===== config.mk =====
export PLATFORM = sky130hd
export DESIGN_NAME = intr_sequencer_flat
export DESIGN_NICKNAME = d
export VERILOG_FILES = /design/src/rtl/intr_sequencer_if.sv /design/src/rtl/intr_sequencer.sv /design/src/flat_wrapper.sv
export SDC_FILE = /design/constraint.sdc
export NUM_CORES = 1
export LEC_CHECK = 0
export ABC_AREA = 1
export CAP_MARGIN = 20
export CORE_UTILIZATION = 47
export CTS_CLUSTER_DIAMETER = 60
export CTS_CLUSTER_SIZE = 8
export DETAILED_ROUTE_END_ITERATION = 16
export PLACE_DENSITY_LB_ADDON = 0.12
export SYNTH_ARGS = -nofsm -noshare
export SYNTH_HDL_FRONTEND = slang
export SYNTH_SLANG_ARGS = --single-unit

===== constraint.sdc =====
create_clock -name clk -period 1.6 [get_ports clk]
set_input_delay 0.32 -clock clk [delete_from_list [all_inputs] [get_ports clk]]
set_output_delay 0.32 -clock clk [all_outputs]
set_load 0.02 [all_outputs]

===== src/rtl/intr_sequencer_if.sv =====
// Bundle of request, configuration and pipeline-control signals for intr_sequencer.
// The master side (pipeline/CPU) drives requests and config; the slave side is the sequencer.
interface intr_sequencer_if #(
    parameter int unsigned NUM_SRC = 4
);
    logic [NUM_SRC-1:0] irq_in;
    logic               cfg_we;
    logic               cfg_addr;
    logic [7:0]         cfg_wdata;
    logic [7:0]         cfg_rdata;
    logic               pipe_hazard;
    logic               rti_wb;
    logic               stall_fetch;
    logic               intr_pulse;
    logic [7:0]         vector_addr;
    logic [2:0]         active_src;
    logic               in_service;

    modport master (
        output irq_in, cfg_we, cfg_addr, cfg_wdata, pipe_hazard, rti_wb,
        input  cfg_rdata, stall_fetch, intr_pulse, vector_addr, active_src, in_service
    );

    modport slave (
        input  irq_in, cfg_we, cfg_addr, cfg_wdata, pipe_hazard, rti_wb,
        output cfg_rdata, stall_fetch, intr_pulse, vector_addr, active_src, in_service
    );
endinterface


===== src/rtl/intr_sequencer.sv =====
// Non-nesting interrupt controller: latches request edges, picks the lowest eligible
// source, drains the pipeline, then fires a one-cycle entry pulse with the vector address.
module intr_sequencer #(
    parameter int unsigned NUM_SRC      = 4,
    parameter logic [7:0]  VEC_BASE     = 8'd1,
    parameter int unsigned DRAIN_CYCLES = 3,
    parameter logic [7:0]  MASK_RST     = 8'hFF
) (
    input  logic              clk,
    input  logic              rst,
    intr_sequencer_if.slave   bus
);
    localparam int unsigned NW = NUM_SRC;
    localparam logic [2:0]  CNT_LOAD = 3'(DRAIN_CYCLES);

    typedef enum logic [1:0] {
        IDLE    = 2'd0,
        DRAIN   = 2'd1,
        ENTER   = 2'd2,
        SERVICE = 2'd3
    } state_t;

    state_t          state;
    logic [2:0]      cnt;
    logic [NW-1:0]   irq_q;
    logic [NW-1:0]   pending;
    logic [NW-1:0]   mask;
    logic [NW-1:0]   eligible;
    logic [NW-1:0]   rise;
    logic [NW-1:0]   clr;
    logic [2:0]      win_idx;
    logic            win_found;
    logic            mask_we;
    logic            clr_we;
    logic [2:0]      active_src;

    assign mask_we  = bus.cfg_we && (bus.cfg_addr == 1'b0);
    assign clr_we   = bus.cfg_we && (bus.cfg_addr == 1'b1);
    assign rise     = bus.irq_in & ~irq_q;
    assign eligible = pending & mask;

    // Software clear plus auto-clear of the source being entered; a same-cycle edge still sets.
    always_comb begin
        clr = clr_we ? bus.cfg_wdata[NW-1:0] : '0;
        if (state == ENTER) begin
            clr = clr | (NW'(1) << active_src);
        end
    end

    // Lowest index wins: scan downward so the last hit is the smallest index.
    always_comb begin
        win_found = 1'b0;
        win_idx   = 3'd0;
        for (int i = NW - 1; i >= 0; i--) begin
            if (eligible[i]) begin
                win_found = 1'b1;
                win_idx   = 3'(i);
            end
        end
    end

    assign bus.cfg_rdata  = bus.cfg_addr ? 8'(pending) : 8'(mask);
    assign bus.active_src = active_src;

    always_ff @(posedge clk or posedge rst) begin
        if (rst) begin
            irq_q   <= '0;
            pending <= '0;
            mask    <= MASK_RST[NW-1:0];
        end else begin
            irq_q   <= bus.irq_in;
            pending <= (pending & ~clr) | rise;
            if (mask_we) begin
                mask <= bus.cfg_wdata[NW-1:0];
            end
        end
    end

    // Sequencer with outputs registered alongside the state they decode.
    always_ff @(posedge clk or posedge rst) begin
        if (rst) begin
            state           <= IDLE;
            cnt             <= 3'd0;
            active_src      <= 3'd0;
            bus.vector_addr <= VEC_BASE;
            bus.stall_fetch <= 1'b0;
            bus.intr_pulse  <= 1'b0;
            bus.in_service  <= 1'b0;
        end else begin
            case (state)
                IDLE: begin
                    if (win_found) begin
                        state           <= DRAIN;
                        active_src      <= win_idx;
                        bus.vector_addr <= VEC_BASE + 8'(win_idx);
                        cnt             <= CNT_LOAD;
                        bus.stall_fetch <= 1'b1;
                    end
                end
                DRAIN: begin
                    if (bus.pipe_hazard) begin
                        cnt <= CNT_LOAD;
                    end else begin
                        cnt <= cnt - 3'd1;
                        if (cnt == 3'd1) begin
                            state          <= ENTER;
                            bus.intr_pulse <= 1'b1;
                        end
                    end
                end
                ENTER: begin
                    state           <= SERVICE;
                    bus.intr_pulse  <= 1'b0;
                    bus.stall_fetch <= 1'b0;
                    bus.in_service  <= 1'b1;
                end
                SERVICE: begin
                    if (bus.rti_wb) begin
                        state          <= IDLE;
                        bus.in_service <= 1'b0;
                    end
                end
                default: begin
                    state <= IDLE;
                end
            endcase
        end
    end
endmodule

===== src/flat_wrapper.sv =====
// flat-port wrapper written by rule: the top's interface ports become plain ports
module intr_sequencer_flat 
#(
    parameter int unsigned NUM_SRC      = 4,
    parameter logic [7:0]  VEC_BASE     = 8'd1,
    parameter int unsigned DRAIN_CYCLES = 3,
    parameter logic [7:0]  MASK_RST     = 8'hFF
)
  (clk, rst, bus_irq_in, bus_cfg_we, bus_cfg_addr, bus_cfg_wdata, bus_pipe_hazard, bus_rti_wb, bus_cfg_rdata, bus_stall_fetch, bus_intr_pulse, bus_vector_addr, bus_active_src, bus_in_service);
  intr_sequencer_if #(.NUM_SRC(NUM_SRC)) bus_i ();
  input  logic clk;
  input  logic rst;
  input wire logic [$bits(bus_i.irq_in)-1:0] bus_irq_in;
  input wire logic [$bits(bus_i.cfg_we)-1:0] bus_cfg_we;
  input wire logic [$bits(bus_i.cfg_addr)-1:0] bus_cfg_addr;
  input wire logic [$bits(bus_i.cfg_wdata)-1:0] bus_cfg_wdata;
  input wire logic [$bits(bus_i.pipe_hazard)-1:0] bus_pipe_hazard;
  input wire logic [$bits(bus_i.rti_wb)-1:0] bus_rti_wb;
  output wire logic [$bits(bus_i.cfg_rdata)-1:0] bus_cfg_rdata;
  output wire logic [$bits(bus_i.stall_fetch)-1:0] bus_stall_fetch;
  output wire logic [$bits(bus_i.intr_pulse)-1:0] bus_intr_pulse;
  output wire logic [$bits(bus_i.vector_addr)-1:0] bus_vector_addr;
  output wire logic [$bits(bus_i.active_src)-1:0] bus_active_src;
  output wire logic [$bits(bus_i.in_service)-1:0] bus_in_service;
  assign bus_i.irq_in = bus_irq_in;
  assign bus_i.cfg_we = bus_cfg_we;
  assign bus_i.cfg_addr = bus_cfg_addr;
  assign bus_i.cfg_wdata = bus_cfg_wdata;
  assign bus_i.pipe_hazard = bus_pipe_hazard;
  assign bus_i.rti_wb = bus_rti_wb;
  assign bus_cfg_rdata = bus_i.cfg_rdata;
  assign bus_stall_fetch = bus_i.stall_fetch;
  assign bus_intr_pulse = bus_i.intr_pulse;
  assign bus_vector_addr = bus_i.vector_addr;
  assign bus_active_src = bus_i.active_src;
  assign bus_in_service = bus_i.in_service;
  intr_sequencer #(.NUM_SRC(NUM_SRC), .VEC_BASE(VEC_BASE), .DRAIN_CYCLES(DRAIN_CYCLES), .MASK_RST(MASK_RST)) u_core (.clk(clk), .rst(rst), .bus(bus_i));
endmodule

==> summary by stage, run 1 <==
Timing
The number of hold violations in the final report is 0. For the final database, setup skew stands at between 3 and 4 ps. The worst setup slack after layout is just under 60 ps. The routed design could run at a clock period as short as ~1500 ps.

Setup violations remaining at the end of the flow were counted as 0. Setup repair after global routing left no endpoint under its margin. The worst hold slack is ~320 ps. The total count of max-transition violations in the final report is 0.

The highest achievable clock rate is between 600 and 700 MHz. After layout, the worst path uses just under 100% of the clock period.

Pwr
For this design the ratio of total power to cell area is 1610 mW/mm². The leakage power summed over all cells is 0.877 nW. Registers are responsible for 38.4% of the overall power. Net switching is 44.8% of the power. Across the VDD grid, the largest voltage drop is approximately 1.2 mV. The design draws ~2.7 mW. Internal power comes to 1.47 mW. Combinational logic burns 50.9% of the power. The net switching component of the power is about 1.2 mW. The relative contribution of the clock network to total power is 10.7%.

Finish
The net count of the finished layout is 219. The area occupied by registers is 632 µm². The summed area of non-filler cells in the final layout is 0.00165 mm². In the final layout, the share of cells above drive strength 1 is between 10% and 20%. The layout has 258 filler cells. The repair_antennas step left the layout with diodes totalling 0.

Excluding fillers, the count of instances in the completed layout stands at 224. Compared with the post-synthesis result, the final layout area differs by 20.6%. The area occupied by multi-input gates is between 600 and 700 µm².

Clocking
CTS saw 25 sinks. TritonCTS built the clock tree. The count of H-tree levels built during CTS is 1.

In this run the post-CTS setup repair buffer count came out at 0. CTS placed an instance of sky130_fd_sc_hd__clkbuf_4 at the clock tree root. The clock reaches the later pin of the worst-skew pair after 320 ps. No sink is reached through more buffers than the 2 on the longest clock path.

TritonCTS created 3 clock buffers. The clock edge transition at the registers on the reported setup and hold paths is between 100 and 150 ps.

Detailed routing
The antenna violation net count after detailed routing is 0. The number of detailed-route iterations in the first pass is 4. The first routing iteration left 21 violations. The average vias per placed instance is between 4 and 5. The mean routed wirelength per cell is ~12 µm.

The vias after detailed routing is around 1100. After detailed routing, the total wire length is 2590 µm. The DRC violation count after routing is 0.

Synth
The count of flip-flops with a built-in enable after synthesis is 0. Synthesis produced a netlist whose cell count is about 160. Summing the areas of all and, or, nand and nor instances in the mapped netlist gives 24.7% of the synthesized area. The synthesized netlist devotes 7.97% of its cell area to compound gates. sky130_fd_sc_hd__dfrtp_1 takes more of the synthesized area than any other cell. Of the total synthesized cell area, the portion taken by full adders, half adders and majority gates is approximately 6.4%. The post-synthesis async set-or-reset flop share is 100%. During synthesis, Yosys emitted a total of 0 warnings. By area the synthesized netlist is led by sky130_fd_sc_hd__dfrtp_1 (37%), sky130_fd_sc_hd__nand2_1 (10%), sky130_fd_sc_hd__dfstp_2 (9.6%), sky130_fd_sc_hd__nand3_1 (7.7%), sky130_fd_sc_hd__ha_1 (6.4%).

The share of the yosys chip area belonging to registers is a little under half. The portion of netlist area occupied by mux cells is under 10%. The synthesis-stage register bit count is 25.

The synthesized design devotes to its leading area cell type a little over a third of total area. The synthesized netlist occupies a cell area of approximately 0.0014 mm². The commonest register cell after synthesis is sky130_fd_sc_hd__dfrtp_1. The number of distinct standard cells referenced by the synthesized netlist is 23.

In this run the mean area of a mapped cell was roughly 8.5 µm². By instance count, the leading cell after synthesis is sky130_fd_sc_hd__nand2_1. The commonest cells after synthesis are sky130_fd_sc_hd__nand2_1 (37), sky130_fd_sc_hd__nand3_1 (21), sky130_fd_sc_hd__dfrtp_1 (20), sky130_fd_sc_hd__inv_1 (20), sky130_fd_sc_hd__o21ai_0 (11). By area, the combinational part of the netlist is dominated by simple AND/OR/NAND/NOR gates. Summing the areas of all xor and xnor instances in the mapped netlist gives 0.642% of the synthesized area.

Placement
The count of buffers added on input and output ports is 25. At the end of routability-driven placement, the weighted congestion stood at between 0.8 and 0.9. Including well taps, the total number of placed cells is 220. The placed instances occupy a cell area of approximately 0.0016 mm².

The HPWL after detailed placement is slightly above 2000 µm. The worst slack after detailed placement is -454 ps.

Setup path
Data on the critical path is required at its endpoint by about 1300 ps. Of all nets on the critical path, the largest fanout is 2. Measured in cells, the most critical reg-to-reg path has a length of 6. The path type of the worst setup path is register to output pin. The end of the worst register-to-register path is u_core.bus.vector_addr[1]. The worst setup path is captured at an output pin.

The worst setup path is launched from a register. The source of the critical timing path is u_core.mask[3]. For the worst setup path, the data arrival time is between 1000 and 1500 ps. The worst register-to-register path begins at u_core.mask[3]. The minimum setup slack among reg-to-reg paths is roughly 150 ps.

Floorplanning
The number of top-level pins is 40. The die covers 0.00312 mm². The overall die height is 55.9 µm.

In this run the core area contains 19 standard-cell rows. The effective utilization at floorplan is about 50%. From left edge to right edge, the die measures between 50 and 60 µm.

The area of the core region is 0.00276 mm².

Global routing
After global routing the overflow that remains totals 0. The number of antenna violations at the first check in global routing is 0. Entering global routing, the biggest net connects 26 pins. The via count of the first global-routing pass is 1055.

The first global-routing pass estimated ~4700 µm of wire. The global-route usage over all layers is 19.2%.

Flow run
Across the run, the number of max-cap violations was 0.

Status
The run finished with clean final reports.

Hold path
The min-delay analysis places its worst path in the category input pin to async pin.
## worst max-delay path, cell delays in order, from the launching register on
cell and delay [ps]:
sky130_fd_sc_hd__dfstp_2 570, sky130_fd_sc_hd__inv_1 50, sky130_fd_sc_hd__o21ai_1 130, sky130_fd_sc_hd__buf_4 160
## power groups by stage
stage               sequential, mW  clock (mW)  combinational [mW]
floorplan                     1.12           0               0.893
global placement              1.03           0                1.40
detailed placement            1.03           0                1.44
CTS                           1.02       0.296                1.37
global route                  1.05       0.319                1.54
finish                        1.02       0.285                1.35
## placed cells by master, fill, tap and decap left out, drive strengths merged
master / netlist / final
xor2: 1 / 1
or2: 1 / 1
conb: 1 / 10
nor2: 8 / 8
dlygate4sd2: 0 / 9
dfstp: 5 / 5
nand2: 43 / 43
clkinv: 0 / 1
o21ai: 13 / 13
dfrtp: 20 / 20
clkbuf: 0 / 3
mux2: 2 / 2
nand3: 21 / 21
inv: 21 / 21
a21boi: 1 / 1
ha: 7 / 7
buf: 12 / 10
clkdlybuf4s50: 0 / 12
a21oi: 5 / 5
## sequential cells by signal (all words and copies together) (netlist names)
register	cells
u_core.irq_q	4
u_core.mask	4
u_core.pending	4
u_core.bus.vector_addr	3
u_core.cnt	3
u_core.bus.active_src	2
u_core.state	2
u_core.bus.in_service	1
u_core.bus.intr_pulse	1
u_core.bus.stall_fetch	1
## worst max path at each step
stage	end	slack (ps)	depth (start not counted)
6_report	bus_cfg_rdata[3]	60	3
4_1_cts	bus_cfg_rdata[3]	8	3
2_1_floorplan	bus_cfg_rdata[3]	230	2
3_5_place_dp	bus_cfg_rdata[3]	-450	4
3_3_place_gp	bus_cfg_rdata[3]	-430	4
5_1_grt	bus_cfg_rdata[3]	6	3
## layout make-up
type	count	area share, %
inverters	21	4.79
flip-flops and latches	25	38.4
repair buffers	31	16.2
well taps	31	2.36
multi-input cells	112	36.6
clock buffers	3	1.37
clock inverters	1	0.304
## timing repair
| item | 4_1_cts | 5_1_grt |
|---|---|---|
| setup endpoints to repair | 12 | 4 |
| gates resized for setup | 25 | 5 |
| pin swaps | 0 | 0 |
| hold buffers | 0 | 0 |
| hold endpoints to repair | 0 | 0 |
## kinds of logic after synthesis
group	Yosys count
XOR/XNOR	1
AO/OA/AOI/OAI	19
flip-flops	25
adder cells (fa/ha/maj)	7
multiplexers	2
other	1
AND/OR/NAND/NOR	73
buffers and inverters	33
## layer usage
layer	share of wire (%)	wire length [µm]	vias up	track usage, %
met1	48	1230	524	25.3
met2	46	1190	32	31.8
met5	0	0	-	0
li1	-	-	557	-
met3	4.4	115	6	3.26
met4	2.0	51	0	7.32
## stage by stage
stage	setup TNS, ps	util [%]
final	0	59.7
after global placement	-1650	59.8
after CTS	0	60.1
after detailed placement	-1800	59.8
after global routing	0	59.7
after floorplan	0	-
Note: power is estimated with default switching activity, not from simulation.
==> inputs of run 2 (changes only) <==
--- a/config.mk
+++ b/config.mk
@@ -12,6 +12,7 @@
 export CTS_CLUSTER_SIZE = 8
 export DETAILED_ROUTE_END_ITERATION = 16
 export PLACE_DENSITY_LB_ADDON = 0.12
+export SLEW_MARGIN = 30
 export SYNTH_ARGS = -nofsm -noshare
 export SYNTH_HDL_FRONTEND = slang
 export SYNTH_SLANG_ARGS = --single-unit
==> results of run 2 <==
Same layout as run 1: the final DEF is identical, and so are final timing and power.
